==> src/rtl/return_stack_ckpt_ctrl.sv <==
// Speculative return-address stack with per-branch checkpoints.
// Predicted calls push and predicted returns pop a circular stack. Each
// checkpoint records {index, fill count, TOS entry}, so a mispredict can
// rewind the pointer and repair the one TOS slot a later push may have
// clobbered. All updates land on the clock edge; outputs reflect current state.
module return_stack_ckpt_ctrl #(
  parameter int NUM_ENTRIES = 8,
  parameter int NUM_CKPT    = 4
) (
  input  logic                        clk,
  input  logic                        rst,
  input  logic                        IN_push,
  input  logic [30:0]                 IN_pushData,
  input  logic                        IN_pop,
  input  logic                        IN_ckptValid,
  input  logic [$clog2(NUM_CKPT)-1:0] IN_ckptTag,
  input  logic                        IN_recValid,
  input  logic [$clog2(NUM_CKPT)-1:0] IN_recTag,
  input  logic                        IN_recPush,
  input  logic [30:0]                 IN_recPushData,
  input  logic                        IN_recPop,
  output logic                        OUT_valid,
  output logic [30:0]                 OUT_data
);

  localparam int IW = $clog2(NUM_ENTRIES);
  localparam int FW = $clog2(NUM_ENTRIES + 1);
  localparam logic [FW-1:0] FULL = FW'(NUM_ENTRIES);

  logic [IW-1:0] index_reg, index_next;
  logic [FW-1:0] filled_reg, filled_next;
  logic [30:0]   stack_reg [NUM_ENTRIES];

  logic [IW-1:0] ckpt_index_reg  [NUM_CKPT];
  logic [FW-1:0] ckpt_filled_reg [NUM_CKPT];
  logic [30:0]   ckpt_tos_reg    [NUM_CKPT];

  logic [IW-1:0] tos_ptr;
  logic [IW-1:0] rec_index;
  logic [FW-1:0] rec_filled;
  logic [30:0]   rec_tos;
  logic          ckpt_we;

  // Two stack write ports: port A is the normal push / TOS replace / TOS
  // repair, port B is the push carried by a recovering call. During recovery
  // they address ci-1 and ci, which never collide for NUM_ENTRIES >= 2.
  logic          wr_a_en;
  logic [IW-1:0] wr_a_addr;
  logic [30:0]   wr_a_data;
  logic          wr_b_en;
  logic [IW-1:0] wr_b_addr;
  logic [30:0]   wr_b_data;

  assign tos_ptr    = index_reg - IW'(1);
  assign rec_index  = ckpt_index_reg[IN_recTag];
  assign rec_filled = ckpt_filled_reg[IN_recTag];
  assign rec_tos    = ckpt_tos_reg[IN_recTag];
  assign ckpt_we    = IN_ckptValid && !IN_recValid;

  assign OUT_valid = (filled_reg != '0);
  assign OUT_data  = stack_reg[tos_ptr];

  // Next pointer/fill count and stack write requests; recovery wins over all.
  always_comb begin
    index_next  = index_reg;
    filled_next = filled_reg;
    wr_a_en     = 1'b0;
    wr_a_addr   = index_reg;
    wr_a_data   = IN_pushData;
    wr_b_en     = 1'b0;
    wr_b_addr   = rec_index;
    wr_b_data   = IN_recPushData;

    if (IN_recValid) begin
      wr_a_en   = 1'b1;
      wr_a_addr = rec_index - IW'(1);
      wr_a_data = rec_tos;
      if (IN_recPush) begin
        wr_b_en     = 1'b1;
        index_next  = rec_index + IW'(1);
        filled_next = (rec_filled == FULL) ? FULL : rec_filled + FW'(1);
      end else if (IN_recPop && rec_filled != '0) begin
        index_next  = rec_index - IW'(1);
        filled_next = rec_filled - FW'(1);
      end else begin
        index_next  = rec_index;
        filled_next = rec_filled;
      end
    end else if (IN_push && IN_pop && filled_reg != '0) begin
      // Pop-then-push collapses into replacing the current TOS.
      wr_a_en   = 1'b1;
      wr_a_addr = tos_ptr;
    end else if (IN_push) begin
      // Includes push+pop on an empty stack, where the pop has nothing to do.
      wr_a_en     = 1'b1;
      index_next  = index_reg + IW'(1);
      filled_next = (filled_reg == FULL) ? FULL : filled_reg + FW'(1);
    end else if (IN_pop && filled_reg != '0) begin
      index_next  = index_reg - IW'(1);
      filled_next = filled_reg - FW'(1);
    end
  end

  // Stack pointer and fill count.
  always_ff @(posedge clk or posedge rst) begin
    if (rst) begin
      index_reg  <= '0;
      filled_reg <= '0;
    end else begin
      index_reg  <= index_next;
      filled_reg <= filled_next;
    end
  end

  // Stack storage; cleared on reset so a restored empty stack reads zero.
  always_ff @(posedge clk or posedge rst) begin
    if (rst) begin
      for (int i = 0; i < NUM_ENTRIES; i++) begin
        stack_reg[i] <= '0;
      end
    end else begin
      if (wr_a_en) stack_reg[wr_a_addr] <= wr_a_data;
      if (wr_b_en) stack_reg[wr_b_addr] <= wr_b_data;
    end
  end

  // Checkpoint slots capture pre-update state; recovery cycles take none.
  always_ff @(posedge clk or posedge rst) begin
    if (rst) begin
      for (int i = 0; i < NUM_CKPT; i++) begin
        ckpt_index_reg[i]  <= '0;
        ckpt_filled_reg[i] <= '0;
        ckpt_tos_reg[i]    <= '0;
      end
    end else if (ckpt_we) begin
      ckpt_index_reg[IN_ckptTag]  <= index_reg;
      ckpt_filled_reg[IN_ckptTag] <= filled_reg;
      ckpt_tos_reg[IN_ckptTag]    <= stack_reg[tos_ptr];
    end
  end

  // A mispredicted instruction cannot be both a call and a return.
  always @(posedge clk) begin
    if (!rst && IN_recValid) begin
      assert (!(IN_recPush && IN_recPop));
    end
  end

endmodule

==> config.mk <==
export PLATFORM = sky130hd
export DESIGN_NAME = return_stack_ckpt_ctrl
export DESIGN_NICKNAME = d
export VERILOG_FILES = /design/src/rtl/return_stack_ckpt_ctrl.sv
export SDC_FILE = /design/constraint.sdc
export NUM_CORES = 1
export LEC_CHECK = 0
export ABC_AREA = 0
export CORE_ASPECT_RATIO = 0.75
export CORE_UTILIZATION = 60
export CTS_CLUSTER_SIZE = 8
export DETAILED_ROUTE_END_ITERATION = 8
export PLACE_DENSITY = 0.86
export RECOVER_POWER = 100
export SLEW_MARGIN = 20
export SYNTH_ARGS = -nofsm -noshare
export SYNTH_HDL_FRONTEND = slang
export SYNTH_SLANG_ARGS = --single-unit
==> constraint.sdc <==
create_clock -name clk -period 35.5 [get_ports clk]
set_input_delay 7.1 -clock clk [delete_from_list [all_inputs] [get_ports clk]]
set_output_delay 7.1 -clock clk [all_outputs]
set_load 0.05 [all_outputs]
==> summary.txt <==
Global route
  – Initial antenna violation count: 0
  – Total track usage: 33.8%
  – Vias in the first global route: 17,900
  – First-pass GRT wire length: 98,200 um
  – Largest net degree at the start of global routing: 110
  – Gr ovfl total: 0

Synth
  – FFs w/ async S/R, synth: 100%
  – Mapped Nets: 2,187
  – Ys flop type: dfrtp_1
  – Area leader, netlist: dfrtp_1
  – Register area share after synthesis: 47.2%
  – Synthesized area: 0.0216 mm^2
  – Synth warn: 0
  – Yosys cell types: 56
  – EDFF count, synth: 0
  – Number of synthesized register bits: 407
  – Top post-synthesis cells by area: dfrtp_1 (47%), mux4_2 (10%), mux2i_1 (8.9%)
  – Syn Area/Cell: 10.3 um^2
  – Share of the synthesized area in the top cell type: 47.2%
  – Instance count of the mapped netlist: 2,105

Finish
  – Most frequent cells in the layout: dfrtp_1 (407), nand2_1 (298), mux2i_1 (193), a21oi_1 (193), o21ai_0 (190)
  – Max FFs per register: 248
  – Fill cell count: 2,439
  – Fin cells: 2,566
  – Ant. Diodes: 0
  – Reg area: 0.0102 mm^2
  – Area grow syn2layout: 11.8%
  – Nets: 2,189
  – Most common cell after layout, fill and taps aside: dfrtp_1
  – Multi-input gate area: 0.0105 mm^2
  – Layout cells sized above 1: 13.8%

Die
  – Core box area: 0.0351 mm^2
  – Die ar.: 0.0368 mm^2
  – Ports: 106
  – # rows: 59
  – Die Ht: 166 um
  – Die width: 221 um
  – Starting Density: 61.6%

Clocking
  – Post-CTS Setup Inserts: 0
  – Inserted Clock Buffers: 56
  – Post-cts repair resize count: 0
  – CTS Root Cell: clkbuf_16
  – Clock transition at path regs: 50 ps
  – CTS H-tree lvls: 2
  – Clock latency on the worst-skew pair: 580 ps
  – CTS Sinks: 407
  – Hold_buf cts: 0
  – Max clock buf depth: 3
  – CTS tree: built

STA
  – Setup Viol. Count Final: 0
  – Sum Neg Setup Slack: 0 ps
  – Slew Viols, Final: 1,298
  – Fmax: 60.6 MHz
  – Final Hold Fails: 0
  – Min Tclk post-route: 16,490 ps
  – Max-slew headroom: -224%
  – Final Cycle Share: 46.5%
  – Worst Tran Pin Value: 4830 ps
  – RSZ-0062 raised after global routing: false
  – Clk_skew: 11.9 ps

Detailed routing
  – Routed wire length: 61,400 um
  – Routed Antenna Nets: 0
  – Vias: 17,500
  – Detailed-route wire length per cell: 23.9 um
  – Via/cell ratio: 6.83
  – Drc violations: 0
  – DR iter-0 viols: 2,364
  – First-pass DRT Iterations: 8

Critical path
  – Crit Path Category: in2async
  – Crit path max fanout: 109
  – WP data arrival: 16,180 ps
  – CP Launch Type: primary input
  – CP Capture Type: async pin
  – Required @ worst endpoint: 35,190 ps

Pwr
  – Register share of total power: 30.9%
  – Total power: 0.00275 W
  – Switching Share: 44.3%
  – Pwr dens: 114 mW/mm^2
  – P_sw: 0.00122 W
  – Leakage: 9.99 nW
  – Clock power frac: 17.2%
  – Gate power share: 51.9%
  – VDD IR max: 0.0000792 V
  – Internal power consumption: 0.00153 W

Run
  – Max-Cap Viols: 23

Placed design
  – DP Cell Count: 2,506
  – Port bufs: 105
  – Gpl congestion: 0.804
  – Hpwl dp: 35,500 um

Worst hold path
  – Hold crit path type: reg2reg

Run status
  – Failing checks: capacitance limit, slew limit
  – Status: finished, violations left
final timing paths:
path | start | to | slack [ps] | cells past startpoint
max in group clk | IN_recValid | stack_reg[179] | 19380 | 9
worst min register to register | ckpt_tos_reg[1] | ckpt_tos_reg[1] | 470 | 2
worst min-delay path | ckpt_tos_reg[1] | ckpt_tos_reg[1] | 470 | 2
worst max register to register | index_reg[0] | stack_reg[190] | 26660 | 10
worst max-delay path | rst | ckpt_tos_reg[44] | 19010 | 4
min in group asynchronous | rst | stack_reg[183] | 8420 | 2
per-stage QoR:
stage               util [%]  worst slack [ps]  hold WS, ps  area [um^2]
floorplan                  -             17080          445        21600
global placement        65.1             23970          457        22800
detailed placement      65.1             23820          465        22800
CTS                     69.2             23720          476        24300
global route            68.8             17130          502        24100
finish                  68.8             19010          472        24100
power by group through the flow:
stage               clock network (W)  registers, W  logic (W)
finish                       0.000472      0.000848    0.00143
global route                 0.000492      0.000871    0.00151
CTS                          0.000471      0.000840    0.00143
detailed placement                  0      0.000840    0.00142
global placement                    0      0.000822    0.00137
floorplan                           0      0.000784    0.00106
synth_stat cells (7+ instances only):
library cell	n
nand2_1	298
mux4_2	99
dfrtp_1	407
o21ai_1	103
mux2i_1	193
inv_1	42
buf_1	10
o21ai_0	95
a21oi_1	194
ha_1	8
or2_2	31
clkbuf_1	143
mux2_2	58
buf_2	31
buf_4	8
xnor2_1	8
o31ai_1	93
nor3b_1	33
nand3_1	11
nor2b_1	7
nor2_1	177
cells by family after synthesis:
kind of cell             Yosys count  share of synthesized area [%]
buffers and inverters            241                           4.65
adder cells (fa/ha/maj)            8                          0.464
XOR/XNOR                          10                          0.406
multiplexers                     350                           22.3
AND/OR/NAND/NOR                  577                           11.5
flip-flops                       407                           47.2
AO/OA/AOI/OAI                    512                           13.5
worst max-delay path, stage by stage:
cell and delay, ps:
dlygate4sd3_1 540, clkinvlp_2 2660, clkbuf_1 2630, clkbuf_1 3150
cell type report:
class	instances	area share (%)
multi-input combinational	1457	43.6
sequential	407	42.2
clock buffer	59	5.94
timing repair buffer	141	5.10
tap	457	2.37
inverter	44	0.689
clock inverter	1	0.0829
per-layer routing:
metal  vias up  part of all wire (%)  GRT usage [%]
met5         -                     0              0
met4         0                   4.2           15.4
met3       242                    11           7.93
met2      1232                    45           52.1
met1      8656                    39           46.1
li1       7400                     -              -
Power figures use the tool's default switching activity.
